<file path="config.mk">
export PLATFORM = sky130hd
export DESIGN_NAME = task1rom_flat
export DESIGN_NICKNAME = d
export VERILOG_FILES = /design/src/rtl/task1rom_if.sv /design/src/rtl/task1rom.sv /design/src/flat_wrapper.sv
export SDC_FILE = /design/constraint.sdc
export NUM_CORES = 1
export LEC_CHECK = 0
export ABC_AREA = 1
export CAP_MARGIN = 20
export CORE_AREA = 10 10 47 49
export DETAILED_ROUTE_END_ITERATION = 10
export DIE_AREA = 0 0 57 59
export PLACE_DENSITY_LB_ADDON = 0.1
export SLEW_MARGIN = 25
export SYNTH_ARGS = -nofsm -noshare
export SYNTH_HDL_FRONTEND = slang
export SYNTH_SLANG_ARGS = --single-unit
</file>
<file path="constraint.sdc">
create_clock -name clk -period 1.3 [get_ports clk]
set_input_delay 0.13 -clock clk [delete_from_list [all_inputs] [get_ports clk]]
set_output_delay 0.13 -clock clk [all_outputs]
set_load 0.05 [all_outputs]
</file>
<file path="src/rtl/task1rom_if.sv">
// Read port bundle for the constant lookup ROM.
// The master drives the word address and receives the registered read word.
interface task1rom_if;
  logic [9:0] address;
  logic [9:0] read_data;

  modport master (output address, input  read_data);
  modport slave  (input  address, output read_data);
endinterface

</file>
<file path="src/rtl/task1rom.sv">
// Fixed 1024 x 10-bit lookup ROM with a one-cycle registered read.
// Only the first three words are non-zero. The table is pure decode logic,
// so it carries no reset. Only the output register is cleared by rst.
module task1rom (
  input  logic       clk,
  input  logic       rst,
  task1rom_if.slave  bus
);

  logic [9:0] read_data_d;
  logic [9:0] read_data_q;

  // Table lookup: every address is decoded, and unlisted words read as zero
  always_comb begin
    read_data_d = 10'b0000000000;
    case (bus.address)
      10'd0:   read_data_d = 10'b0000000001;
      10'd1:   read_data_d = 10'b0011110001;
      10'd2:   read_data_d = 10'b1010101010;
      default: read_data_d = 10'b0000000000;
    endcase
  end

  // Output register: reset forces zero at once and takes priority over the clock edge
  always_ff @(posedge clk or posedge rst) begin
    if (rst) read_data_q <= 10'b0000000000;
    else     read_data_q <= read_data_d;
  end

  assign bus.read_data = read_data_q;

endmodule

</file>
<file path="src/flat_wrapper.sv">
// flat-port wrapper written by rule: the top's interface ports become plain ports
module task1rom_flat 
  (clk, rst, bus_address, bus_read_data);
  task1rom_if bus_i ();
  input  logic clk;
  input  logic rst;
  input wire logic [$bits(bus_i.address)-1:0] bus_address;
  output wire logic [$bits(bus_i.read_data)-1:0] bus_read_data;
  assign bus_i.address = bus_address;
  assign bus_read_data = bus_i.read_data;
  task1rom u_core (.clk(clk), .rst(rst), .bus(bus_i));
endmodule
</file>
# Yosys cells after proc, flatten, opt, wreduce, memory -nomap -nowiden
# Cells that the tools add are included.
[op_classes]
n_eq_ne = 2
mux = 1
n_reduce_logical = 1
[ops]
columns = ["operator", "n"]
rows = [
  ["$pmux W10 S3", 1],
  ["$eq A10 B1 Y1 const B", 1],
  ["$eq A10 B2 Y1 const B", 1],
  ["$logic_not A10 Y1", 1],
]
[word_totals]
regBits = 10
out_inout_bits = 10

# Logic depth before layout (Yosys ltp)
# Gate-level depths: netlist of run 1.
[logic_depth]
ltp_word = 2
mapped_depth = 5

# Worst setup path after synthesis of run 1
# OpenSTA, ideal clock, no wires.
[synth_path]
kind = "register -> output"
from = "reg u_core.read_data_q[3] (netlist: u_core.bus.read_data[3])"
to = "out bus_read_data[3]"
t_arrival_ns = 0.905
setup_slack_ns = 0.265
path_stages_with_launch = 2
path_buffers = 1
cell_sequence = "dfrtp_1 buf_4"
[synth_rtl]
columns = ["element", "line", "source"]
rows = [
  ["from (decl)", "task1rom.sv:11", "logic [9:0] read_data_q;"],
  ["from (signal assigned)", "task1rom.sv:27", "else read_data_q <= read_data_d;"],
  ["to (decl)", "flat_wrapper.sv:8", "output wire logic [$bits(bus_i.read_data)-1:0] bus_read_data;"],
]
# No word-level cell between the ends.

==> flow_metrics.tcl, run 1 <==
set metrics [dict create \
    fin_crit_ps 1030 \
    numCtsBuffers 3 \
    ctsResizeCount 0 \
    gp_congestion 0.576 \
    syn_area_per_cell_um2 7.59 \
    swShare_pct 20.9 \
    status "finished clean" \
    dieArea_mm2 0.00336 \
    startpoint_type "flop" \
    path_cells "buf_12" \
    cp_slowest_stage_delay_ps 490 \
    place_area_um2 469 \
    io_buffers 19 \
    core_mm2 0.00140 \
    power_frac_seq_pct 38.0 \
    switchingPower_uw 69.2 \
    grt_util_met2_pct 6.67 \
    post_cts_buffers 0 \
    largest_reg_flops 4 \
    drive_gt1_share_pct 26.1 \
    overflow 0 \
    critPathCaptureType "output pin" \
    grt_use_total_pct 4.24 \
    p_leak_nw 0.243 \
    row_count 14 \
    viasPerCell 3.47 \
    placed_cells 59 \
    regArea_um2 100 \
    ir_drop_v 0.000266 \
    clkSinkCount 4 \
    p_comb_share_pct 17.7 \
    ctsHoldBuffers 0 \
    rsz0062_at_grt "false" \
    grt_use_met1_pct 2.50 \
    synth_cell_types 8 \
    cts.reportedPaths.clkPinSlew_ps 30 \
    grt_max_degree 5 \
    initial_core_util_pct 15.7 \
    nNetsFinal 60 \
    routed_wl_um 630 \
    syn2layout_area_growth_pct 123 \
    clkPwrFrac_pct 44.2 \
    syn_inst 29 \
    drtIter0Drc 1 \
    ys_ff_latch 4 \
    fmax_mhz 972 \
    drcViolationCount 0 \
    total_power_uw 330 \
    yosysSeqAreaShare_pct 45.5 \
    worstSetupPathType "reg -> out" \
    hold_viol 0 \
    vias 215 \
    diodes 0 \
    slowest_stage "dfrtp_1" \
    crit_fanout 3 \
    cts_tree "yes" \
    fin_setup_tns_ps 0 \
    globalRouteMet3Util_pct 2.79 \
    cp_data_arrival_time_ps 900 \
    syn-cell-area_um2 220 \
    stdcell_area_um2 492 \
    cp_top_family "flip-flops" \
    synth_warnings 0 \
    whs_ps 84.9 \
    multi_input_area_um2 60.1 \
    cts_max_path_buffers 2 \
    hold_path.class "in -> async" \
    ios 22 \
    final.fill_count 156 \
    grt_pass1_vias 246 \
    internal_power_uw 261 \
    grt_pass1_wl_um 979 \
    power_density_mw_per_mm2 672 \
    top_usage_layer "met4" \
    first_pass_iters 3 \
    cap_viol_max_count 0 \
    cts_root_buffer "clkbuf_4" \
    dpl.hpwl_um 600 \
    slew_violations 0 \
    setup_violations 0 \
    wl_per_cell_um 10.2 \
    timing.critical_path.buf_inv 1 \
    required_ps 1170 \
    stdcell_count 62 \
    dieWidth_um 57 \
    dieHeight_um 59 \
    layout_worst_path_cycle_share_pct 79.1 \
    ant_nets 0 \
    antenna_found_initial 0 \
    htreeDepth 1 \
]
[routing by layer]
layer	up-vias	share of wire, %
met5	-	0
met1	87	33
li1	108	-
met2	18	47
met4	0	4.3
met3	2	15
[worst paths after layout]
check / from / end / slack [ps] / depth (start not counted)
max in group asynchronous: rst / u_core.bus.read_data[6] / 1070 / 2
setup / recovery: u_core.bus.read_data[3] / bus_read_data[9] / 270 / 1
hold / removal: rst / u_core.bus.read_data[7] / 80 / 2
min in group clk: bus_address[1] / u_core.bus.read_data[0] / 510 / 2
[power groups by stage]
| stage | sequential [mW] | combinational [mW] | clock, mW |
|---|---|---|---|
| final | 0.126 | 0.0586 | 0.146 |
| after global routing | 0.126 | 0.0634 | 0.160 |
| after CTS | 0.126 | 0.0590 | 0.156 |
| after detailed placement | 0.127 | 0.0588 | 0 |
| after global placement | 0.127 | 0.0579 | 0 |
| after floorplan | 0.128 | 0.0269 | 0 |
[Yosys cell counts]
| master | n | share of area, % |
|---|---|---|
| nor2_2 | 1 | 2.8 |
| dfrtp_1 | 4 | 45 |
| nor2_1 | 6 | 10 |
| nor3_1 | 1 | 2.3 |
| inv_1 | 5 | 8.5 |
| buf_4 | 6 | 20 |
| conb_1 | 1 | 1.7 |
| nand2_1 | 5 | 8.5 |
[logic make-up (layout without fill, tap and decap cells)]
group         Yosys count  after routing  synth area share, %
buf+inv                11             27                 29.0
flops                   4              4                 45.5
other cells             1              2                 1.70
simple gates           13             13                 23.9
[per-stage QoR]
| step | setup slack, ps | utilization (%) |
|---|---|---|
| floorplan | 265 | - |
| global placement | 268 | 33.5 |
| detailed placement | 247 | 33.5 |
| global route | 240 | 35.1 |
| finish | 271 | 35.1 |
| CTS | 250 | 35.1 |
[cell usage in the layout, fill, tap and decap left out]
master	n
nor2_1	6
dfrtp_1	4
inv_1	5
clkbuf_4	3
buf_12	8
nor2_2	1
nor3_1	1
nand2_1	5
conb_1	2
clkdlybuf4s50_1	11
[cell type report]
class	instances	area share, %
Tap cell	16	4.07
Timing Repair Buffer	19	55.0
Clock buffer	3	4.58
Sequential cell	4	20.4
Multi-Input combinational cell	15	12.2
Inverter	5	3.82
(Power assumes the default switching activity.)
==> run 2, diff against run 1 <==
Clock period 1.3 ns to 0.9 ns, I/O delays scaled along.
==> flow_metrics.tcl, run 2 (synthesized netlist as in run 1, its figures left out) <==
set metrics [dict create \
    status "finished, violations left" \
    violations "negative setup slack" \
    fin_ws_ps -47.1 \
    antenna_found_initial 0 \
    path_cells "buf_12" \
    post_cts_buffers 0 \
    grt_pass1_wl_um 993 \
    layout_worst_path_cycle_share_pct 105 \
    viasPerCell 3.56 \
    syn2layout_area_growth_pct 127 \
    numCtsBuffers 3 \
    hold_viol 0 \
    dieWidth_um 57 \
    routed_wl_um 619 \
    slew_violations 0 \
    cts_root_buffer "clkbuf_4" \
    stdcell_count 63 \
    drive_gt1_share_pct 31.9 \
    slowest_stage "dfrtp_2" \
    stdcell_area_um2 499 \
    cp_data_arrival_time_ps 860 \
    regArea_um2 104 \
    vias 224 \
    ios 22 \
    nNetsFinal 60 \
    layout_common_cells "clkdlybuf4s50_1, buf_12, nor2_1" \
    core_mm2 0.00140 \
    largest_reg_flops 4 \
    ant_nets 0 \
    diodes 0 \
    total_power_uw 505 \
    dieArea_mm2 0.00336 \
    grt_use_total_pct 4.32 \
    required_ps 810 \
    cts_tree "yes" \
    drtIter0Drc 2 \
    critPathCaptureType "output pin" \
    rsz0062_at_grt "true" \
    multi_input_area_um2 60.1 \
    io_buffers 19 \
    grt_pass1_vias 239 \
    final_common_cell "clkdlybuf4s50_1" \
    fmax_mhz 1060 \
    overflow 0 \
    cts.reportedPaths.clkPinSlew_ps 40 \
    p_leak_nw 0.239 \
    timing.critical_path.buf_inv 1 \
    fin_crit_ps 947 \
    final.fill_count 156 \
    cap_viol_max_count 0 \
    power_density_mw_per_mm2 1010 \
    cp_top_family "flip-flops" \
    cts_max_path_buffers 2 \
    cp_slowest_stage_delay_ps 450 \
    hold_path.class "in -> async" \
    initial_core_util_pct 15.7 \
    crit_fanout 3 \
    htreeDepth 1 \
    setup_violations 7 \
    row_count 14 \
    clkSinkCount 4 \
    placed_cells 59 \
    place_area_um2 473 \
    dieHeight_um 59 \
    ctsResizeCount 0 \
    startpoint_type "flop" \
    grt_max_degree 5 \
    gp_congestion 0.627 \
    drcViolationCount 0 \
    first_pass_iters 3 \
    wl_per_cell_um 9.83 \
    worstSetupPathType "reg -> out" \
    ir_drop_v 0.000393 \
    ctsHoldBuffers 0 \
]
[run 2: path summary, 6_finish.rpt]
kind                                      endpoint                    start  slack (ps)  cells past startpoint
setup / recovery                  bus_read_data[3]  u_core.bus.read_data[3]         -50                      1
hold / removal             u_core.bus.read_data[7]                      rst          40                      2
max in group asynchronous  u_core.bus.read_data[6]                      rst         700                      2
min in group clk           u_core.bus.read_data[0]           bus_address[1]         470                      2
[run 2: final cells by class]
type                            count  share of cell area, %
Clock buffer                        4                   5.26
Inverter                            5                   3.76
Multi-Input combinational cell     15                   12.0
Sequential cell                     4                   20.8
Tap cell                           16                   4.01
Timing Repair Buffer               19                   54.1
[run 2: metal layers]
layer / vias to the layer above / GRT usage (%) / routed length, um
met5: - / 0 / 0
li1: 110 / - / -
met3: 2 / 3.43 / 98
met4: 0 / 7.05 / 21
met2: 18 / 6.05 / 291
met1: 94 / 2.85 / 207
[run 2: metrics by stage]
stage	setup TNS [ps]	setup slack (ps)	hold WS, ps	utilization, %
after floorplan	0	54.4	-144	-
after global routing	-355	-73.4	52.4	35.6
final	-172	-47.1	39.8	35.6
after detailed placement	-372	-115	278	33.8
after global placement	-311	-92.7	289	33.8
after CTS	-269	-61.2	31.8	35.6
[run 2: power breakdown]
part	internal, mW	switching, mW
Combinational	0.0479	0.0374
Sequential	0.181	0.000387
Clock	0.166	0.0719
Total	0.395	0.110
==> run 3, diff against run 2 <==
Settings changed: SLEW_MARGIN 25 to 10.
==> results of run 3 <==
No change in the layout: final DEF, timing and power equal those of run 2.
